**src/rtl/aes_frame_loader.sv**
```systemverilog
// Frame assembler ahead of aes_top: collects SYNC + 16 key + 16 plaintext bytes + XOR checksum,
// then launches one AES operation per verified frame and waits for the core to finish.
module aes_frame_loader #(
  parameter logic [7:0]  SYNC_BYTE      = 8'hA5,
  parameter int unsigned TIMEOUT_CYCLES = 100000
) (
  input  logic         clk,
  input  logic         rst,
  input  logic         i_rx_valid,
  input  logic [7:0]   i_rx_byte,
  input  logic         i_aes_done,
  output logic [0:127] o_key,
  output logic [0:127] o_plain,
  output logic         o_start,
  output logic         o_busy,
  output logic         o_frame_err,
  output logic [7:0]   o_err_count,
  output logic         o_overrun
);

  localparam int unsigned TW = $clog2(TIMEOUT_CYCLES + 1);

  typedef enum logic [2:0] {IDLE, KEY, PLAIN, CHECK, START, WAIT_DONE} state_t;

  state_t         state, state_nxt;
  logic [3:0]     idx;
  logic [7:0]     acc;
  logic [TW-1:0]  tcnt;
  logic [0:127]   key_sh, plain_sh;
  logic           in_frame, timeout, frame_fail, load;

  assign in_frame = (state == KEY) || (state == PLAIN) || (state == CHECK);
  // Expiry fires on the idle cycle that would bring the count to TIMEOUT_CYCLES; a byte that cycle wins.
  assign timeout  = in_frame && !i_rx_valid && (tcnt == TW'(TIMEOUT_CYCLES - 1));

  always_comb begin
    state_nxt  = state;
    frame_fail = 1'b0;
    load       = 1'b0;
    case (state)
      IDLE:      if (i_rx_valid && i_rx_byte == SYNC_BYTE) state_nxt = KEY;
      KEY:       if (i_rx_valid && idx == 4'd15) state_nxt = PLAIN;
      PLAIN:     if (i_rx_valid && idx == 4'd15) state_nxt = CHECK;
      CHECK: begin
        if (i_rx_valid) begin
          if (i_rx_byte == acc) begin
            state_nxt = START;
            load      = 1'b1;
          end else begin
            state_nxt  = IDLE;
            frame_fail = 1'b1;
          end
        end
      end
      START:     state_nxt = WAIT_DONE;
      WAIT_DONE: if (i_aes_done) state_nxt = IDLE;
      default:   state_nxt = IDLE;
    endcase
    if (timeout) begin
      state_nxt  = IDLE;
      frame_fail = 1'b1;
    end
  end

  assign o_start = (state == START);
  assign o_busy  = (state != IDLE);

  always_ff @(posedge clk) begin
    if (rst) begin
      state       <= IDLE;
      idx         <= '0;
      acc         <= '0;
      tcnt        <= '0;
      key_sh      <= '0;
      plain_sh    <= '0;
      o_key       <= '0;
      o_plain     <= '0;
      o_frame_err <= 1'b0;
      o_err_count <= '0;
      o_overrun   <= 1'b0;
    end else begin
      state       <= state_nxt;
      o_frame_err <= frame_fail;
      if (frame_fail && o_err_count != 8'hFF) o_err_count <= o_err_count + 8'd1;
      if (i_rx_valid && (state == START || state == WAIT_DONE)) o_overrun <= 1'b1;
      if (in_frame) tcnt <= i_rx_valid ? '0 : tcnt + 1'b1;
      // idx wraps 15 -> 0, which also clears it on the KEY -> PLAIN transition.
      case (state)
        IDLE: begin
          if (i_rx_valid && i_rx_byte == SYNC_BYTE) begin
            idx  <= '0;
            acc  <= '0;
            tcnt <= '0;
          end
        end
        KEY: begin
          if (i_rx_valid) begin
            key_sh <= {key_sh[8:127], i_rx_byte};
            acc    <= acc ^ i_rx_byte;
            idx    <= idx + 4'd1;
          end
        end
        PLAIN: begin
          if (i_rx_valid) begin
            plain_sh <= {plain_sh[8:127], i_rx_byte};
            acc      <= acc ^ i_rx_byte;
            idx      <= idx + 4'd1;
          end
        end
        default: ;
      endcase
      if (load) begin
        o_key   <= key_sh;
        o_plain <= plain_sh;
      end
    end
  end

endmodule

```
**config.mk**
```make
export PLATFORM = sky130hd
export DESIGN_NAME = aes_frame_loader
export DESIGN_NICKNAME = d
export VERILOG_FILES = /design/src/rtl/aes_frame_loader.sv
export SDC_FILE = /design/constraint.sdc
export NUM_CORES = 1
export LEC_CHECK = 0
export ABC_AREA = 1
export BUFFER_PORTS_ARGS = -buffer_cell sky130_fd_sc_hd__buf_4
export CORE_ASPECT_RATIO = 1.25
export CORE_MARGIN = 1.5
export CORE_UTILIZATION = 40
export DETAILED_ROUTE_END_ITERATION = 7
export GPL_TIMING_DRIVEN = 0
export HOLD_SLACK_MARGIN = 0.15
export PLACE_DENSITY = 0.61
export SLEW_MARGIN = 20
export SYNTH_ARGS = -nofsm -noshare
export SYNTH_HDL_FRONTEND = slang
export SYNTH_SLANG_ARGS = --single-unit
export TNS_END_PERCENT = 10
```
**constraint.sdc**
```tcl
create_clock -name clk -period 1.9 [get_ports clk]
set_input_delay 0.285 -clock clk [delete_from_list [all_inputs] [get_ports clk]]
set_output_delay 0.285 -clock clk [all_outputs]
set_load 0.01 [all_outputs]
```
-- After elaboration in Yosys (flattened, before gate mapping)
Index checks and enable logic that the tools add are counted.
- register bits after elaboration: 554
- bits in latches: 0
- memory bits (writable): 0
- bits in read-only memories: 0
- output and inout port bits: 268
- logic and storage cells: 74
- memories: 0
- add/subtract/negate cells: 3
- multiply operators: 0
- divide/modulo/power cells: 0
- magnitude comparators: 0
- equality and inequality tests: 16
- shifts and indexed selects: 0
- multiplexer cells: 24
- bitwise operators: 1
- reduce and logical (&&, ||, !) cells: 19
- operator list (kind ; count):
    2-to-1 mux 17 bit ; 4
    2-to-1 mux 3 bit ; 6
    one-hot mux 3 bit (6 select lines) ; 1
    adder 17 x 1 -> 17 bit (second input constant) ; 1
    == test 17 bit (second input constant) ; 1
    2-to-1 mux 8 bit ; 2
    one-hot mux 8 bit (2 select lines) ; 1
    adder 8 x 1 -> 8 bit (second input constant) ; 1
    == test 8 bit ; 1
    == test 8 bit (second input constant) ; 1
    2-to-1 mux 4 bit ; 2
    inequality test 8 bit (second input constant) ; 1
    one-hot mux 4 bit (2 select lines) ; 1
    bitwise XOR 8 bit ; 1
    2-to-1 mux 1 bit ; 7
    == test 3 x 2 -> 1 bit (second input constant) ; 2
    == test 3 bit (second input constant) ; 2
    logical AND 1 bit ; 6
    inequality test 2 x 1 -> 1 bit (second input constant) ; 3
    inequality test 2 bit (second input constant) ; 3
    AND reduction 5 bit ; 1
    adder 4 x 1 -> 4 bit (second input constant) ; 1
    == test 4 bit (second input constant) ; 1
    AND reduction 2 bit ; 2
    8 further kinds ; 11

-- Logic depth before layout (Yosys ltp)
- depth after elaboration: 7
- mapped depth: 11
- mapped depth without buffers: 11

-- Least setup slack after synthesis
Ideal clock, no wire load.
- path kind: register to register
- start point: register tcnt[0]
- end point: register o_err_count[2]
- setup time: 0.132 ns
- arrival time: 1.401 ns
- setup slack: 0.367 ns
- stages on the path, launching flop included: 11
- path buffers: 0
- cell sequence: dfxtp_1 > ha_1 > nand2_1 > nor2_1 > inv_1 > nor2_1 > nand3_1 > nand2_2 > nand2_2 > nand2_1 > a21oi_1
- longest elaborated chain between the ends: 4
- RTL lines (element ; line ; RTL):
    start, declared ; 28 ; logic [TW-1:0] tcnt;
    start signal, assigned ; 86 ; if (in_frame) tcnt <= i_rx_valid ? '0 : tcnt + 1'b1;
    == test 17 bit ; 34 ; assign timeout = in_frame && !i_rx_valid && (tcnt == TW'(TIMEOUT_CYCLES - 1));
    logical AND 1 bit ; 34 ;
    2-to-1 mux 1 bit ; 59 ; if (timeout) begin
    logical AND 1 bit ; 84 ; if (frame_fail && o_err_count != 8'hFF) o_err_count <= o_err_count + 8'd1;
    end signal, assigned ; 84 ;
    end, declared ; 17 ; output logic [7:0] o_err_count,
Every way passes these cells.
A chain may end at the register's enable or synchronous reset.

-- Worst setup path after layout
- start point: input port i_rx_byte[2]
- end point: register o_key[94] (netlist bit)
- longest elaborated chain between the ends: 4
- RTL lines (element ; line ; RTL):
    start, declared ; 10 ; input logic [7:0] i_rx_byte,
    == test 8 bit ; 46 ; if (i_rx_byte == acc) begin
    2-to-1 mux 1 bit ; 46 ;
    2-to-1 mux 1 bit ; 45 ; if (i_rx_valid) begin
    2-to-1 mux 1 bit ; 40 ; case (state)
    end signal, assigned ; 113 ; o_key <= key_sh;
    end, declared ; 12 ; output logic [0:127] o_key,
Every way passes these cells.

==> metrics.yaml <==
status: "complete, no violations"
setup_ws_ns: 0.0801
cpPeakStageDelay_ns: 0.56
drt-total-wl_um: 55800
dieArea_sq_um: 51600
grt_pass1_wl_um: 86500
cpMaxStageDelayCell: "dlygate4sd3_1"
r2r_slack_ns: 0.13
firstDrtPassIters: 5
root_buffer: "clkbuf_16"
n_antenna_cell: 0
syn2layout_area_growth_pct: 25.0
start_util: 0.406
h-tree-depth: 2
portBuffers: 279
period_minus_slack_ns: 1.82
hpwlAfterDp_um: 41500
synth-edff-count: 0
synth_top_area_frac: 0.552
gp_congestion: 0.903
yosys_warnings: 0
syn_inst: 2563
fmax_mhz: 549
clk_latency_ns: 0.60
sequentialPowerShare: 0.472
synth.most_common_cell: "dfxtp_1"
p_comb_frac: 0.147
layout-drive-gt1-share: 0.163
grt_max_degree: 15
drc: 0
viasPerCell: 4.82
clkTransAtPathRegs_ns: 0.06
num_io_pins: 280
setup_viol: 0
cp.arrival_ns: 2.30
reg2reg_depth: 7
crit_buf_inv: 5
crit_top_cell: "nand2_1"
num_vias: 17400
die_h_um: 254
rows: 91
ys_ff_latch: 554
overflow: 0
finalSetupTns_ns: 0
rsz0062_at_grt: "true"
ys_top_cells_by_area: "dfxtp_1, o21ai_0, nor2_1, a21oi_1, inv_1"
cp_data_required_time_ns: 2.38
synth_cell_types: 35
hold_class: "in2reg"
ys.flop_type: "dfxtp_1"
whs_endpoint: "acc[3]$_SDFFE_PP0P_"
grt_pass1_vias: 16500
nNetsFinal: 2933
grt_antenna_before_repair: 1
power.internal_mw: 20.5
worst_setup_path_end_kind: "flip-flop"
clock-skew-final_ns: 0.0162
critPathTopFamily: "buffers and inverters"
path_class: "in2reg"
syn_avg_cell_area_sq_um: 7.84
p_leak_nw: 9.78
min_from: "i_rx_byte[3]"
grt_use_total: 0.211
hold_viol_final: 0
tightestPinTransition_ns: 0.530
syn_area_sq_um: 20100
reg2reg_to: "key_sh[121]$_SDFFE_PP0P_"
drtIter0Drc: 911
core_area_sq_um: 49500
clock_path_buffers: 3
wire_per_inst_um: 15.4
period_share: 0.958
relSlewSlack: 0.647
synth_top_cell_by_area: "dfxtp_1"
p_sw_frac: 0.286
synth-async-reset-ratio: 0
synth_seq_area_share: 0.552
min_path_cells: 7
crit_fanout: 10
path_cells: "buf_4 > dlygate4sd3_1 > inv_1 > nand2_1 > nand2_1 > nand2_1 > nor2_4 > nand3_4 > buf_6 > buf_2 > o21ai_0 > a21oi_1"
cts.sinks: 554
power_density_nw_per_um2: 1140
pre_cts_slack_ns: -0.737
cts_tree: "done"
power_frac_clock: 0.381
ant_nets: 0
timing.final.max_slew_violations: 0
ir_drop_v: 0.000733
r2r_start: "state[0]$_SDFFE_PP0P_"
p_sw_mw: 8.21
synth_common_cells: "dfxtp_1, nor2_1, o21ai_0"
cts_buffers: 54
die_w_um: 203
syn_nets: 2578
cap_violations: 0
setup.worst_path.start_class: "input pin"
[power by group through the flow]
stage | registers, mW | logic [mW] | clock network, mW
6_report | 13.5 | 4.22 | 10.9
5_1_grt | 13.6 | 4.89 | 11.6
4_1_cts | 13.5 | 4.20 | 11.2
3_5_place_dp | 13.8 | 4.11 | 0
3_3_place_gp | 13.7 | 4.03 | 0
2_1_floorplan | 13.4 | 3.15 | 0
[worst max-delay path by stage]
stage / startpoint / endpoint / slack, ns / cells past startpoint
finish: i_rx_byte[2] / o_key[94]$_SDFFE_PP0P_ / 0.08 / 12
global route: state[0]$_SDFFE_PP0P_ / key_sh[121]$_SDFFE_PP0P_ / -0.05 / 7
CTS: state[1]$_SDFFE_PP0P_ / o_busy / -0.03 / 5
detailed placement: rst / o_key[23]$_SDFFE_PP0P_ / -0.74 / 7
global placement: rst / o_key[24]$_SDFFE_PP0P_ / -0.73 / 7
floorplan: tcnt[0]$_SDFF_PP0_ / o_err_count[2]$_SDFFE_PP0P_ / 0.37 / 10
[routing by layer]
metal	track usage	routed length, um	share of wire	vias to the layer above
met5	0	13	0.00023	-
met4	0.0590	1240	0.022	2
met3	0.0409	2840	0.051	74
met2	0.385	28400	0.51	371
met1	0.250	23300	0.42	8002
li1	-	-	-	8964
[cells in the final DEF, fill, tap and decap left out, drive strengths merged, types with 8 or more instances in the layout]
| cell | n |
|---|---|
| clkinv | 12 |
| buf | 342 |
| clkbuf | 192 |
| nor2 | 534 |
| dfxtp | 554 |
| nand3 | 39 |
| xor2 | 8 |
| nand2 | 105 |
| dlygate4sd3 | 16 |
| nor3 | 10 |
| o21ai | 522 |
| inv | 302 |
| a21oi | 295 |
[tightest hold or removal path: stages]
cell and delay, ns:
buf_4 0.08, inv_1 0.05, nand2_1 0.06, nand2_1 0.06
nand3_1 0.08, nand2_1 0.05, nor2_1 0.07
[registers in the layout, summed over array words and instances, names as in the netlist]
| register | flops |
|---|---|
| idx | 4 |
| o_err_count | 8 |
| key_sh | 128 |
| tcnt | 17 |
| o_overrun | 1 |
| acc | 8 |
| o_key | 128 |
| o_plain | 128 |
| state | 3 |
| plain_sh | 128 |
| o_frame_err | 1 |
[per-stage QoR]
step / hold slack (ns) / area [sq um] / util / power, mW / cells
after floorplan: 0.442 / 20100 / - / 16.6 / 2563
after global placement: 0.435 / 23000 / 0.465 / 17.8 / 3493
after detailed placement: 0.437 / 23000 / 0.465 / 17.9 / 3493
after CTS: 0.153 / 25000 / 0.505 / 28.9 / 3613
after global routing: 0.217 / 25100 / 0.507 / 30.2 / 3613
final: 0.187 / 25100 / 0.507 / 28.7 / 3613
[logic make-up (layout without fill, tap and decap cells)]
group	Yosys count	in the layout	synth area share
AOI/OAI and AO/OA	823	823	0.206
xor gates and xnor gates	12	12	0.00523
adders and majority gates	3	3	0.00187
buffers and inverters	474	873	0.0985
DFF	554	554	0.552
and+or+nand+nor	697	697	0.137
[timing repair]
item | in CTS | in global routing
gates resized for setup | 9 | 74
endpoints found under the hold margin | 28 | 0
setup endpoints to repair | 58 | 369
hold buffers | 16 | 0
setup buffers | 4 | 0
pin swaps | 2 | 2
[layout make-up]
| cell class | count | area (sq um) |
|---|---|---|
| multi-input cells | 1535 | 7100 |
| clock inverters | 22 | 264 |
| inverters | 301 | 1130 |
| clock buffers | 78 | 1550 |
| well taps | 651 | 815 |
| flip-flops and latches | 554 | 11100 |
| fillers | 4902 | 24400 |
| repair buffers | 299 | 2300 |
| plain buffers | 173 | 866 |
No activity file was read; power rests on OpenSTA's default activity.
